### src/rtl/fp_addsub_arbiter.sv
// Two-requester front end for one shared floating-point add/sub unit.
// Grants one job at a time with round-robin tie-breaking, launches the
// unit, waits for its completion or a timeout, and returns the response
// to the granted requester.
//
// state   | meaning
// --------+----------------------------------------------------------
// S_IDLE  | no job; sample req0/req1 and latch the winner's operands
// S_START | gnt and add_start pulse for the winner
// S_WAIT  | waiting on add_done; cycle counter runs toward timeout
// S_RESP  | rsp_valid pulse for the winner with result/ovf/err
module fp_addsub_arbiter #(
  parameter int TIMEOUT_CYCLES = 16
) (
  input  logic        clk,
  input  logic        n_rst,
  input  logic        req0,
  input  logic        req1,
  input  logic        mode0,
  input  logic        mode1,
  input  logic [31:0] a0,
  input  logic [31:0] b0,
  input  logic [31:0] a1,
  input  logic [31:0] b1,
  output logic        gnt0,
  output logic        gnt1,
  output logic        rsp_valid0,
  output logic        rsp_valid1,
  output logic [31:0] rsp_result,
  output logic        rsp_ovf,
  output logic        rsp_err,
  output logic        add_start,
  output logic        mode,
  output logic [31:0] op1,
  output logic [31:0] op2,
  input  logic [31:0] add_result,
  input  logic        add_done,
  input  logic        add_overflow,
  output logic        busy
);

  // Counter only needs to reach TIMEOUT_CYCLES-1 (last WAIT cycle).
  localparam int CNT_W = (TIMEOUT_CYCLES > 1) ? $clog2(TIMEOUT_CYCLES) : 1;
  localparam logic [CNT_W-1:0] CNT_LAST = CNT_W'(TIMEOUT_CYCLES - 1);

  typedef enum logic [1:0] {S_IDLE, S_START, S_WAIT, S_RESP} state_t;

  state_t           state_q, state_d;
  logic [CNT_W-1:0] cnt_q, cnt_d;
  // Doubles as the winner of the job in flight (1 = requester 1).
  logic             last_grant_q, last_grant_d;
  logic             win1;

  logic        gnt0_d, gnt1_d, rsp_valid0_d, rsp_valid1_d;
  logic [31:0] rsp_result_d, op1_d, op2_d;
  logic        rsp_ovf_d, rsp_err_d, add_start_d, mode_d, busy_d;

  // Next-state and next-output computation; every output is registered.
  always_comb begin
    state_d      = state_q;
    cnt_d        = cnt_q;
    last_grant_d = last_grant_q;
    gnt0_d       = 1'b0;
    gnt1_d       = 1'b0;
    add_start_d  = 1'b0;
    rsp_valid0_d = 1'b0;
    rsp_valid1_d = 1'b0;
    rsp_result_d = rsp_result;
    rsp_ovf_d    = rsp_ovf;
    rsp_err_d    = rsp_err;
    mode_d       = mode;
    op1_d        = op1;
    op2_d        = op2;
    // Requester 1 wins when alone, or on a tie when 0 was granted last.
    win1         = req1 & (~req0 | ~last_grant_q);

    case (state_q)
      S_IDLE: begin
        if (req0 | req1) begin
          state_d      = S_START;
          last_grant_d = win1;
          gnt0_d       = ~win1;
          gnt1_d       = win1;
          add_start_d  = 1'b1;
          mode_d       = win1 ? mode1 : mode0;
          op1_d        = win1 ? a1 : a0;
          op2_d        = win1 ? b1 : b0;
        end
      end
      S_START: begin
        state_d = S_WAIT;
        cnt_d   = '0;
      end
      S_WAIT: begin
        // Completion takes priority over a timeout in the same cycle.
        if (add_done) begin
          state_d      = S_RESP;
          rsp_result_d = add_result;
          rsp_ovf_d    = add_overflow;
          rsp_err_d    = 1'b0;
          rsp_valid0_d = ~last_grant_q;
          rsp_valid1_d = last_grant_q;
        end else if (cnt_q == CNT_LAST) begin
          state_d      = S_RESP;
          rsp_result_d = '0;
          rsp_ovf_d    = 1'b0;
          rsp_err_d    = 1'b1;
          rsp_valid0_d = ~last_grant_q;
          rsp_valid1_d = last_grant_q;
        end else begin
          cnt_d = cnt_q + CNT_W'(1);
        end
      end
      S_RESP: begin
        state_d = S_IDLE;
      end
      default: begin
        state_d = S_IDLE;
      end
    endcase

    busy_d = (state_d != S_IDLE);
  end

  // State, counter and output registers with synchronous active-low reset.
  always_ff @(posedge clk) begin
    if (!n_rst) begin
      state_q      <= S_IDLE;
      cnt_q        <= '0;
      last_grant_q <= 1'b1;
      gnt0         <= 1'b0;
      gnt1         <= 1'b0;
      rsp_valid0   <= 1'b0;
      rsp_valid1   <= 1'b0;
      rsp_result   <= '0;
      rsp_ovf      <= 1'b0;
      rsp_err      <= 1'b0;
      add_start    <= 1'b0;
      mode         <= 1'b0;
      op1          <= '0;
      op2          <= '0;
      busy         <= 1'b0;
    end else begin
      state_q      <= state_d;
      cnt_q        <= cnt_d;
      last_grant_q <= last_grant_d;
      gnt0         <= gnt0_d;
      gnt1         <= gnt1_d;
      rsp_valid0   <= rsp_valid0_d;
      rsp_valid1   <= rsp_valid1_d;
      rsp_result   <= rsp_result_d;
      rsp_ovf      <= rsp_ovf_d;
      rsp_err      <= rsp_err_d;
      add_start    <= add_start_d;
      mode         <= mode_d;
      op1          <= op1_d;
      op2          <= op2_d;
      busy         <= busy_d;
    end
  end

endmodule

### config.mk
export PLATFORM = sky130hd
export DESIGN_NAME = fp_addsub_arbiter
export DESIGN_NICKNAME = d
export VERILOG_FILES = /design/src/rtl/fp_addsub_arbiter.sv
export SDC_FILE = /design/constraint.sdc
export NUM_CORES = 1
export LEC_CHECK = 0
export BUFFER_PORTS_ARGS = -buffer_cell sky130_fd_sc_hd__clkbuf_2
export CAP_MARGIN = 20
export CORE_AREA = 2 2 107 109
export CTS_BUF_LIST = sky130_fd_sc_hd__clkbuf_8
export CTS_CLUSTER_DIAMETER = 200
export CTS_CLUSTER_SIZE = 30
export DETAILED_ROUTE_END_ITERATION = 10
export DIE_AREA = 0 0 109 111
export PLACE_DENSITY = 0.85
export SLEW_MARGIN = 20
export SYNTH_ARGS = -nofsm -noshare
export SYNTH_HDL_FRONTEND = slang
export SYNTH_SLANG_ARGS = --single-unit
### constraint.sdc
create_clock -name clk -period 2.25 [get_ports clk]
set_input_delay 0.45 -clock clk [delete_from_list [all_inputs] [get_ports clk]]
set_output_delay 0.45 -clock clk [all_outputs]
set_load 0.05 [all_outputs]
==> impl_metrics.env <==
export IMPL_ant_nets=0
export IMPL_viasPerCell=5.31
export IMPL_ir_worst_vdd_mv=0.538
export IMPL_ys_types=39
export IMPL_dieArea_mm2=0.0121
export IMPL_routed_wl_um=12800
export IMPL_num_rows=39
export IMPL_p_per_area_mw_per_mm2=838
export IMPL_grt_pass1_wl_um=19800
export IMPL_path_class="reg2reg"
export IMPL_setup_viol=0
export IMPL_coreArea_mm2=0.0111
export IMPL_slowest_delay_ps=560
export IMPL_final_common_cell="clkbuf_2"
export IMPL_numCtsBuffers=9
export IMPL_slew_viol_final=0
export IMPL_worstPathCellList="nor2_4, buf_4, nand2_1, a211o_1"
export IMPL_finClkSkew_ps=13.5
export IMPL_setup_tns_ps=0
export IMPL_place_gp_congestion=0.793
export IMPL_syn_cell_area_mm2=0.00467
export IMPL_track_usage_pct=20.3
export IMPL_final_cell_mix="clkbuf_2 (272), dfxtp_1 (112), a21oi_1 (68)"
export IMPL_internal_power_mw=3.16
export IMPL_area_growth_pct=34.8
export IMPL_tightest_slew_ps=682
export IMPL_antenna_found_initial=0
export IMPL_maxCapViolCount=0
export IMPL_cts_sinks=112
export IMPL_synth_ff_latch_count=112
export IMPL_fin_crit_sh_pct=79.2
export IMPL_synth_warnings=0
export IMPL_crit_arrival_ps=2050
export IMPL_whs_ps=277
export IMPL_power_mw=5.28
export IMPL_synth_main_ff_cell="dfxtp_1"
export IMPL_clock_power_share_pct=21.4
export IMPL_dpl_hpwl_um=9610
export IMPL_drive_above_1_share_pct=49.5
export IMPL_root_buffer="clkbuf_8"
export IMPL_switching_share_pct=40.2
export IMPL_yosysSeqAreaShare_pct=48.0
export IMPL_max_freq_mhz=561
export IMPL_grt_ovfl_total=0
export IMPL_clockBufferDepth=2
export IMPL_syn_nets=599
export IMPL_synthArstFlopShare_pct=0
export IMPL_drt_iter0_drc=244
export IMPL_synth_edf_count=0
export IMPL_min_period_ps=1780
export IMPL_max_slew_margin_pct=54.5
export IMPL_leakage_nw=2.95
export IMPL_firstDrtPassIters=4
export IMPL_required_ps=2520
export IMPL_crit_fanout=67
export IMPL_crit_path_top_delay_cell="buf_4"
export IMPL_seqPwrFrac_pct=44.0
export IMPL_initial_utilization_pct=42.2
export IMPL_cts_tree="built"
export IMPL_netlist_instances=430
export IMPL_diodes=0
export IMPL_numPortBuffers=272
export IMPL_die_y_um=111
export IMPL_rsz0062_at_grt="false"
export IMPL_wire_per_inst_um=15.5
export IMPL_die_w_um=109
export IMPL_start_kind="register"
export IMPL_clock_latency_ps=370
export IMPL_p_switching_mw=2.12
export IMPL_hold_path_class="in2reg"
export IMPL_postCtsHoldBufs=0
export IMPL_grt_max_degree=68
export IMPL_vias=4384
export IMPL_cts_max_level=3
export IMPL_drc_errors=0
export IMPL_post_cts_setup_buffers=0
export IMPL_reg2reg_slack_ps=470
export IMPL_p_comb_share_pct=34.6
export IMPL_grt_pass1_vias=4273
export IMPL_clk_pin_slew_ps=110
export IMPL_cts_resized=0
export IMPL_status="finished, final reports clean"
export IMPL_end_kind="register"
export IMPL_fin_nets=847
export IMPL_io_pins=273
export IMPL_syn_area_per_cell_um2=10.9
export IMPL_report_final_hold_viol_count=0
## metrics by stage
stage	setup WS, ps	instance area [um2]	cells	utilization (%)
2_1_floorplan	714	4670	430	-
3_3_place_gp	390	6120	810	55.3
3_5_place_dp	328	6120	810	55.3
4_1_cts	480	6300	826	56.9
5_1_grt	345	6300	826	56.9
6_report	468	6300	826	56.9
## cells by family after synthesis
kind of cell	count (synthesis)	synth area share [%]
buf+inv	48	5.41
fa+ha+maj	1	0.268
flops	112	48.0
mux	65	13.9
compound gates	181	29.6
simple gates	23	2.84
## cell usage after synthesis (3+ instances only)
cell type / number / share of area [%]
and3_1: 4 / 0.54
a22o_1: 33 / 6.2
a21oi_1: 68 / 7.3
nor2_1: 4 / 0.32
dfxtp_1: 112 / 48
buf_6: 5 / 1.2
mux2i_1: 65 / 14
buf_2: 20 / 2.1
clkbuf_1: 17 / 1.4
a211oi_1: 36 / 5.8
a31oi_1: 3 / 0.40
a211oi_2: 30 / 8.0
## flip-flops by register name, indices dropped and copies added (netlist names)
name,count
rsp_valid0,1
busy,1
op1,32
op2,32
gnt0,1
last_grant_q,1
cnt_q,4
rsp_valid1,1
mode,1
state_q,2
rsp_err,1
rsp_result,32
add_start,1
gnt1,1
rsp_ovf,1
## per-layer routing
metal | part of all wire [%] | GRT usage [%] | wire (um)
met1 | 41 | 23.8 | 5250
met2 | 50 | 36.3 | 6380
met3 | 6.9 | 3.12 | 880
met4 | 2.1 | 8.29 | 263
met5 | 0 | 0 | 0
## cell type report
class / count / area, um2
Multi-Input combinational cell: 270 / 2200
Clock buffer: 9 / 124
Tap cell: 143 / 179
Inverter: 1 / 3.75
Sequential cell: 112 / 2240
Clock inverter: 7 / 52.6
Fill cell: 947 / 4780
Timing Repair Buffer: 284 / 1500
## worst max-delay path, delay by kind of cell, from the launching register on
kind	cells	cell delay (ps)
simple gates	2	360
compound gates	1	340
flops	1	380
buf+inv	1	560
## power by group through the flow
stage | combinational [mW] | clock [mW] | sequential (mW)
floorplan | 0.675 | 0 | 3.04
global route | 1.94 | 1.22 | 2.35
CTS | 1.84 | 1.15 | 2.32
finish | 1.83 | 1.13 | 2.32
global placement | 1.79 | 0 | 2.36
detailed placement | 1.83 | 0 | 2.36
## path summary, 6_finish.rpt
kind	from	end	depth (start not counted)
worst min register to register	rsp_result[28]	rsp_result[28]	1
worst min-delay path	add_result[28]	rsp_result[28]	2
worst max-delay path	state_q[1]	last_grant_q	4
worst max register to register	state_q[1]	last_grant_q	4
No activity file was read; power rests on OpenSTA's default activity.
